### config.mk
export PLATFORM = sky130hd
export DESIGN_NAME = pcim_stream_writer
export DESIGN_NICKNAME = d
export VERILOG_FILES = /design/src/rtl/pcim_stream_writer.sv
export SDC_FILE = /design/constraint.sdc
export NUM_CORES = 1
export LEC_CHECK = 0
export CAP_MARGIN = 15
export CORE_AREA = 2 2 516 518
export CTS_CLUSTER_DIAMETER = 200
export DETAILED_ROUTE_END_ITERATION = 8
export DIE_AREA = 0 0 518 520
export PLACE_DENSITY = 0.3
export SLEW_MARGIN = 40
export SYNTH_ARGS = -nofsm -noshare
export SYNTH_HDL_FRONTEND = slang
export SYNTH_SLANG_ARGS = --single-unit
### constraint.sdc
create_clock -name clk -period 8.3 [get_ports clk]
set_input_delay 1.66 -clock clk [delete_from_list [all_inputs] [get_ports clk]]
set_output_delay 1.66 -clock clk [all_outputs]
set_load 0.05 [all_outputs]
### src/rtl/pcim_stream_writer.sv
// AXI4 write master for the PCIM port: splits a programmed transfer into INCR bursts
// fed from a 512-bit stream and counts the write responses still owed.
module pcim_stream_writer #(
    parameter int DATA_W      = 512,
    parameter int ADDR_W      = 64,
    parameter int ID_W        = 16,
    parameter int AXI_ID      = 0,
    parameter int BURST_BEATS = 64,
    parameter int MAX_OUT     = 4
) (
    input  logic                  clk,
    input  logic                  rst_n,
    input  logic                  cfg_start,
    input  logic [ADDR_W-1:0]     cfg_base_addr,
    input  logic [31:0]           cfg_num_beats,
    output logic                  busy,
    output logic                  done,
    output logic                  err,
    input  logic                  s_tvalid,
    output logic                  s_tready,
    input  logic [DATA_W-1:0]     s_tdata,
    output logic [ID_W-1:0]       awid,
    output logic [ADDR_W-1:0]     awaddr,
    output logic [7:0]            awlen,
    output logic [2:0]            awsize,
    output logic                  awvalid,
    input  logic                  awready,
    output logic [DATA_W-1:0]     wdata,
    output logic [DATA_W/8-1:0]   wstrb,
    output logic                  wlast,
    output logic                  wvalid,
    input  logic                  wready,
    input  logic [ID_W-1:0]       bid,
    input  logic [1:0]            bresp,
    input  logic                  bvalid,
    output logic                  bready
);
    localparam int OUT_W = $clog2(MAX_OUT + 1);
    localparam logic [OUT_W-1:0] MAX_OUT_C = OUT_W'(MAX_OUT);
    localparam logic [31:0] BURST_BEATS_C = 32'(BURST_BEATS);
    localparam int BEAT_SHIFT = 6;

    typedef enum logic [1:0] {IDLE, AW, W, WAIT_B} state_t;

    state_t              state_reg, state_next;
    logic [ADDR_W-1:0]   cur_addr_reg, cur_addr_next;
    logic [31:0]         remaining_reg, remaining_next;
    logic [7:0]          burst_len_reg, burst_len_next;
    logic [7:0]          beat_cnt_reg, beat_cnt_next;
    logic [OUT_W-1:0]    outstanding_reg, outstanding_next;
    logic                done_reg, done_next;
    logic                err_reg, err_next;

    logic                aw_fire, w_fire, b_fire, b_count;
    logic [31:0]         beat_total, rem_after;
    logic                unused_bid;

    function automatic logic [7:0] first_len(input logic [31:0] rem);
        if (rem >= BURST_BEATS_C) return 8'(BURST_BEATS - 1);
        return 8'(rem - 32'd1);
    endfunction

    assign awid     = ID_W'(AXI_ID);
    assign awsize   = 3'b110;
    assign awaddr   = cur_addr_reg;
    assign awlen    = burst_len_reg;
    assign awvalid  = (state_reg == AW) && (outstanding_reg < MAX_OUT_C);
    assign wvalid   = (state_reg == W) && s_tvalid;
    assign s_tready = (state_reg == W) && wready;
    assign wdata    = s_tdata;
    assign wstrb    = '1;
    assign wlast    = (state_reg == W) && (beat_cnt_reg == burst_len_reg);
    assign bready   = 1'b1;
    assign busy     = (state_reg != IDLE);
    assign done     = done_reg;
    assign err      = err_reg;

    assign aw_fire    = awvalid && awready;
    assign w_fire     = wvalid && wready;
    assign b_fire     = bvalid && bready;
    // A response with nothing outstanding is a slave protocol error; do not let it underflow
    assign b_count    = b_fire && (outstanding_reg != '0);
    assign beat_total = {24'd0, burst_len_reg} + 32'd1;
    assign rem_after  = remaining_reg - beat_total;
    assign unused_bid = ^bid;

    always_comb begin
        state_next       = state_reg;
        cur_addr_next    = cur_addr_reg;
        remaining_next   = remaining_reg;
        burst_len_next   = burst_len_reg;
        beat_cnt_next    = beat_cnt_reg;
        outstanding_next = outstanding_reg;
        done_next        = 1'b0;
        err_next         = err_reg;

        case ({aw_fire, b_count})
            2'b10:   outstanding_next = outstanding_reg + OUT_W'(1);
            2'b01:   outstanding_next = outstanding_reg - OUT_W'(1);
            default: outstanding_next = outstanding_reg;
        endcase

        unique case (state_reg)
            IDLE: begin
                if (cfg_start) begin
                    cur_addr_next  = cfg_base_addr;
                    remaining_next = cfg_num_beats;
                    err_next       = 1'b0;
                    if (cfg_num_beats == 32'd0) begin
                        done_next = 1'b1;
                    end else begin
                        burst_len_next = first_len(cfg_num_beats);
                        state_next     = AW;
                    end
                end
            end
            AW: begin
                if (aw_fire) begin
                    beat_cnt_next = 8'd0;
                    state_next    = W;
                end
            end
            W: begin
                if (w_fire) begin
                    beat_cnt_next = beat_cnt_reg + 8'd1;
                    if (wlast) begin
                        remaining_next = rem_after;
                        cur_addr_next  = cur_addr_reg + (ADDR_W'(beat_total) << BEAT_SHIFT);
                        if (rem_after == 32'd0) begin
                            state_next = WAIT_B;
                        end else begin
                            burst_len_next = first_len(rem_after);
                            state_next     = AW;
                        end
                    end
                end
            end
            WAIT_B: begin
                if (outstanding_next == '0) begin
                    state_next = IDLE;
                    done_next  = 1'b1;
                end
            end
            default: state_next = IDLE;
        endcase

        // Error responses are recorded in any state, after a start has cleared the flag
        if (b_fire && (bresp != 2'b00)) err_next = 1'b1;
    end

    always_ff @(posedge clk or negedge rst_n) begin
        if (!rst_n) begin
            state_reg       <= IDLE;
            cur_addr_reg    <= '0;
            remaining_reg   <= '0;
            burst_len_reg   <= '0;
            beat_cnt_reg    <= '0;
            outstanding_reg <= '0;
            done_reg        <= 1'b0;
            err_reg         <= 1'b0;
        end else begin
            state_reg       <= state_next;
            cur_addr_reg    <= cur_addr_next;
            remaining_reg   <= remaining_next;
            burst_len_reg   <= burst_len_next;
            beat_cnt_reg    <= beat_cnt_next;
            outstanding_reg <= outstanding_next;
            done_reg        <= done_next;
            err_reg         <= err_next;
        end
    end
endmodule

# After elaboration in Yosys (flattened, before gate mapping)
# Index checks and enable logic that the tools add are counted.
[op_classes] add_sub_neg=8 order_cmp=3 n_eq_ne=13 n_mux=46 reduce_logical=24
[op_table] operator="64-bit two-way mux" count=3
[op_table] operator="64-bit one-hot mux with 2 select lines" count=1
[op_table] operator="32-bit two-way mux" count=3
[op_table] operator="8-bit two-way mux" count=11
[op_table] operator="64-bit by 15-bit adder with 64-bit output" count=1
[op_table] operator="32-bit by 7-bit greater-or-equal comparator with 1-bit output, second input constant" count=2
[op_table] operator="32-bit zero test" count=2
[op_table] operator="32-bit one-hot mux with 2 select lines" count=1
[op_table] operator="8-bit one-hot mux with 2 select lines" count=2
[op_table] operator="32-bit by 9-bit subtractor with 32-bit output" count=1
[op_table] operator="8-bit by 1-bit subtractor with 8-bit output, second input constant" count=2
[op_table] operator="1-bit two-way mux" count=15
[op_table] operator="2-bit two-way mux" count=7
[op_table] operator="2-bit != test, second input constant" count=7
[op_table] operator="6-bit AND reduction" count=2
[op_table] operator="2-bit nonzero test" count=6
[op_table] operator="8-bit by 1-bit adder with 9-bit output, second input constant" count=1
[op_table] operator="8-bit by 1-bit adder with 8-bit output, second input constant" count=1
[op_table] operator="8-bit == test" count=1
[op_table] operator="1-bit logical AND" count=8
[op_table] operator="2-bit one-hot mux with 4 select lines" count=1
[op_table] operator="2-bit == test, second input constant" count=3
[op_table] operator="3-bit one-hot mux with 2 select lines" count=1
[op_table] operator="2-bit by 1-bit == test with 1-bit output, second input constant" count=2
[op_table] operator="10 further kinds" count=10
[totals] regBits=119 input_bits=633 out_inout_bits=675 wordCells=102

# Longest topological paths before layout
[depth] ltp_word=13 mapped_depth=16 ltp_nobuf=14

# Least setup slack after synthesis
# Ideal clock, no wire load.
[synth_path] path_kind="register -> register" start="register burst_len_reg[1], in the netlist awlen[1]" end="register burst_len_reg[7], in the netlist awlen[7]" setup_ns=0.123 t_arrival_ns=3.704 required_ns=8.177 slack_ns=4.473 stages_incl_launch_ff=15 n_path_buf=1 synth_period_minus_slack_ns=3.827 path_cell_list="dfrtp_1 ha_1 nand3_1 nor2_1 nand3_1 ha_1 or3_1 buf_2 nor4_4 nand4_2 or4b_1 a21oi_1 and4_4 a21oi_2 o221a_1"
[synth_via] elab_chain_cells=13 elab_cells_between_ends=20 cone_classes="add/sub (3); order compare (1); eq/ne (3); mux (10); reduce/logical (3)"
[synth_lines] element="from (decl)" line="48" source="logic [7:0] burst_len_reg, burst_len_next;"
[synth_lines] element="from (signal assigned)" line="165" source="burst_len_reg <= burst_len_next;"
[synth_lines] element="8-bit by 1-bit adder with 9-bit output" line="83" source="assign beat_total = {24'd0, burst_len_reg} + 32'd1;"
[synth_lines] element="32-bit by 9-bit subtractor with 32-bit output" line="84" source="assign rem_after = remaining_reg - beat_total;"
[synth_lines] element="32-bit by 7-bit greater-or-equal comparator with 1-bit output" line="59" source="if (rem >= BURST_BEATS_C) return 8'(BURST_BEATS - 1);"
[synth_lines] element="1-bit two-way mux" line="59"
[synth_lines] element="1-bit two-way mux" line="129" source="if (rem_after == 32'd0) begin"
[synth_lines] element="1-bit two-way mux" line="126" source="if (wlast) begin"
[synth_lines] element="1-bit two-way mux" line="124" source="if (w_fire) begin"
[synth_lines] element="1-bit two-way mux" line="103" source="unique case (state_reg)"
[synth_lines] element="8-bit two-way mux" line="60" source="return 8'(rem - 32'd1);"
[synth_lines] element="8-bit two-way mux" line="129"
[synth_lines] element="8-bit two-way mux" line="126"
[synth_lines] element="8-bit two-way mux" line="124"
[synth_lines] element="8-bit one-hot mux with 2 select lines" line="103"
# Parallel ways exist; a longest one is shown, timed or not. The select of a mux whose other input is x is not followed.
# A chain may end at the register's enable or synchronous reset.

# Worst setup path in the final report
[layout_path] start="register state_reg[0]" end="output wlast"
[layout_via] elab_chain_cells=2
[layout_lines] element="from (decl)" line="45" source="state_t state_reg, state_next;"
[layout_lines] element="from (signal assigned)" line="162" source="state_reg <= state_next;"
[layout_lines] element="2-bit == test" line="72" source="assign wlast = (state_reg == W) && (beat_cnt_reg == burst_len_reg);"
[layout_lines] element="1-bit logical AND" line="72"
[layout_lines] element="to (decl)" line="30" source="output logic wlast,"
# No other way between the ends.

==> metrics.md <==
| Metric | Value |
|---|---|
| Vias/cell | 2.09 |
| Critical path arrival | 3550 ps |
| Worst setup margin | 3090 ps |
| Reg clk slew, reported paths | 70 ps |
| # clock sinks | 119 |
| Reg2Reg Setup Slack | 3660 ps |
| Slew @ Worst Pin | 751 ps |
| Reg-to-reg endpoint | awlen[7]$_DFFE_PN0P_ |
| Sequential share of the synthesized area | 22.8% |
| Met2 WL | 49500 um |
| Gpl congestion | 0.705 |
| CTS Buf Count | 21 |
| Post-synth top area share | 34.3% |
| Met3 wire length | 26700 um |
| Mapped Cells | 1630 |
| H-tree depth | 4 |
| Crit path launch | state_reg[0]$_DFFE_PN0P_ |
| Post-CTS sizing | 0 |
| Vias in the first global route | 10.4k |
| Largest cells by area after synthesis | buf_4, dfrtp_1, a21oi_1 |
| TritonCTS clock tree | done |
| Fill cells | 31.2k |
| Synth Register Bits | 119 |
| Top-count cell post-synth | buf_4 |
| Clock Tree Root | clkbuf_16 |
| Routed vias | 10.1k |
| Fin. Hold Viols | 0 |
| Number of I/O pins | 1308 |
| Number of buffers added on ports | 183 |
| Final setup fails | 0 |
| Primary FF master, synth | dfrtp_1 |
| Synth cell types | 81 |
| Die footprint | 269000 sq um |
| Die height | 520 um |
| Die width | 518 um |
| Static Leakage | 5.09 nW |
| Crit Path Category | reg2out |
| Worst-Skew Late Latency | 560 ps |
| CP endpoint kind | output pin |
| Max_cap viols | 0 |
| CTS Buffer Depth | 3 |
| Setup TNS Final | 0 ps |
| Post-Place Worst Slack | 3160 ps |
| Mapped Area | 13000 sq um |
| Largest net degree at the start of global routing | 106 |
| Worst setup path end | wlast |
| Number of flops mapped to enable cells by yosys | 0 |
| GRT Resource Usage Total | 8.03% |
| Layout cell share with drive strength beyond 1 | 7.48% |
| Period minus WS final | 5210 ps |
| Max FFs per register | 64 |
| Starting Density | 4.94% |
| R2R depth | 13 |
| Unrepaired setup endpoints after global routing | false |
| Global-route wire length before repair | 136000 um |
| Power density over cell area | 437 nW/um^2 |
| Mean Syn Cell Area | 8.00 sq um |
| DR iter-0 viols | 550 |
| Worst flop-to-flop path startpoint | awlen[1]$_DFFE_PN0P_ |
| Max Used Layer | met5 |
| Final Skew | 29.8 ps |
| Nets@finish | 1951 |
| DRC | 0 |
| Initial antenna violation count | 18 |
| Synthesis-to-finish area growth | 21.8% |
| Asr flop ratio synth | 100% |
| Max_slew headroom | 49.9% |
| CP required | 6640 ps |
| Max Slew Vio Count | 0 |
| Peak supply drop | 319 uV |
| Ys Warns | 0 |
| Wire per inst | 23.1 um |
| Rows | 189 |
| Post-detailed-route count of antenna-violating nets | 0 |
| Final Cycle Share | 62.8% |
| M1 WL | 27200 um |
| Core box area | 264000 sq um |
| Overflow after GRT | 0 |
| Worst Hold Class | reg2reg |
| Startpoint Class | register |
| Hold-fix buffers, CTS | 0 |
| Detailed Routing Iterations Pass 1 | 5 |
| DP HPWL | 96000 um |
| Final wirelength | 112000 um |
| Achievable frequency | 192 MHz |
| Crit Path Max Fanout | 32 |
| Most frequent cells after synthesis | buf_4, dfrtp_1, nand2_1 |
| Outcome | finished, final reports clean |
| Post-CTS Setup Bufs | 0 |
| Leading area contributor after synthesis | buf_4 |
==> cell families after synthesis <==
| group | Yosys count | share of synthesized area, % |
|---|---|---|
| other | 2 | 0.0576 |
| flip-flops | 119 | 22.8 |
| XOR/XNOR | 42 | 2.82 |
| buffers and inverters | 699 | 37.3 |
| AO/OA/AOI/OAI | 306 | 15.2 |
| multiplexers | 34 | 2.61 |
| AND/OR/NAND/NOR | 397 | 16.1 |
| adder cells (fa/ha/maj) | 31 | 3.15 |
==> cell type report <==
type	instances	area (sq um)	area share, %
Multi-Input combinational cell	894	5590	35.2
Tap cell	3533	4420	27.8
Sequential cell	119	2980	18.7
Timing Repair Buffer	208	2030	12.8
Clock buffer	26	584	3.68
Inverter	43	163	1.02
Clock inverter	7	115	0.724
Antenna cell	6	15.0	0.0945
==> how the worst min path moves through the flow <==
stage | from | end | slack [ps] | cells past startpoint
2_1_floorplan | remaining_reg[2]$_DFFE_PN0P_ | remaining_reg[2]$_DFFE_PN0P_ | 460 | 2
3_3_place_gp | err$_DFFE_PN0P_ | err$_DFFE_PN0P_ | 460 | 2
3_5_place_dp | err$_DFFE_PN0P_ | err$_DFFE_PN0P_ | 470 | 2
4_1_cts | err$_DFFE_PN0P_ | err$_DFFE_PN0P_ | 490 | 2
5_1_grt | awaddr[5]$_DFFE_PN0P_ | awaddr[5]$_DFFE_PN0P_ | 520 | 2
6_report | err$_DFFE_PN0P_ | err$_DFFE_PN0P_ | 480 | 2
==> power by group <==
group          leakage, nW  internal [W]  switching, W
Sequential            1.42      0.000878      0.000481
Combinational         3.33       0.00149       0.00305
Clock                0.339      0.000592      0.000450
==> routing by layer <==
layer / vias up / track usage, %
met5: - / 0.298
met2: 831 / 12.6
li1: 4309 / -
met4: 6 / 5.59
met3: 390 / 8.63
met1: 4569 / 5.58
==> critical path, cell delays in order (launching register included) <==
cell,delay [ps]
dfrtp_1,420
inv_1,160
ha_4,530
clkinv_2,700
nor2_1,290
clkdlybuf4s50_1,830
==> stage by stage <==
stage | instance area, sq um | total power (W) | utilization (%) | cells | hold slack, ps
3_3_place_gp | 15200 | 0.00608 | 5.74 | 4796 | 463
2_1_floorplan | 13400 | 0.00480 | - | 1712 | 456
3_5_place_dp | 15200 | 0.00609 | 5.75 | 4797 | 471
5_1_grt | 15900 | 0.00761 | 6.02 | 4831 | 524
4_1_cts | 15900 | 0.00723 | 6.02 | 4830 | 488
6_report | 15900 | 0.00695 | 6.02 | 4836 | 476
==> cell usage in the layout (no fill, tap or decap), types with 5 or more instances in the layout <==
cell             count
and4_1              11
a311oi_1             5
nor3_1              34
nand3_1             33
nand4_1             31
a22oi_1              8
o221ai_1             9
a31oi_1              8
clkbuf_16           21
nor4_1              17
and3_1              27
o22ai_1             49
buf_2                7
ha_1                27
nor2_1              69
dfrtp_1            119
diode_2              6
a41oi_1              6
or4_1                7
buf_4               22
clkdlybuf4s50_1    175
nand2_1            101
a21oi_1             75
and2_1              15
a211oi_1             8
o21ai_0             56
xnor2_1             18
conb_1              84
or3_1               15
inv_1               42
a21o_1               9
mux2i_1             34
o211ai_1             6
o21a_1              13
xor2_1              23
(Power assumes the default switching activity.)
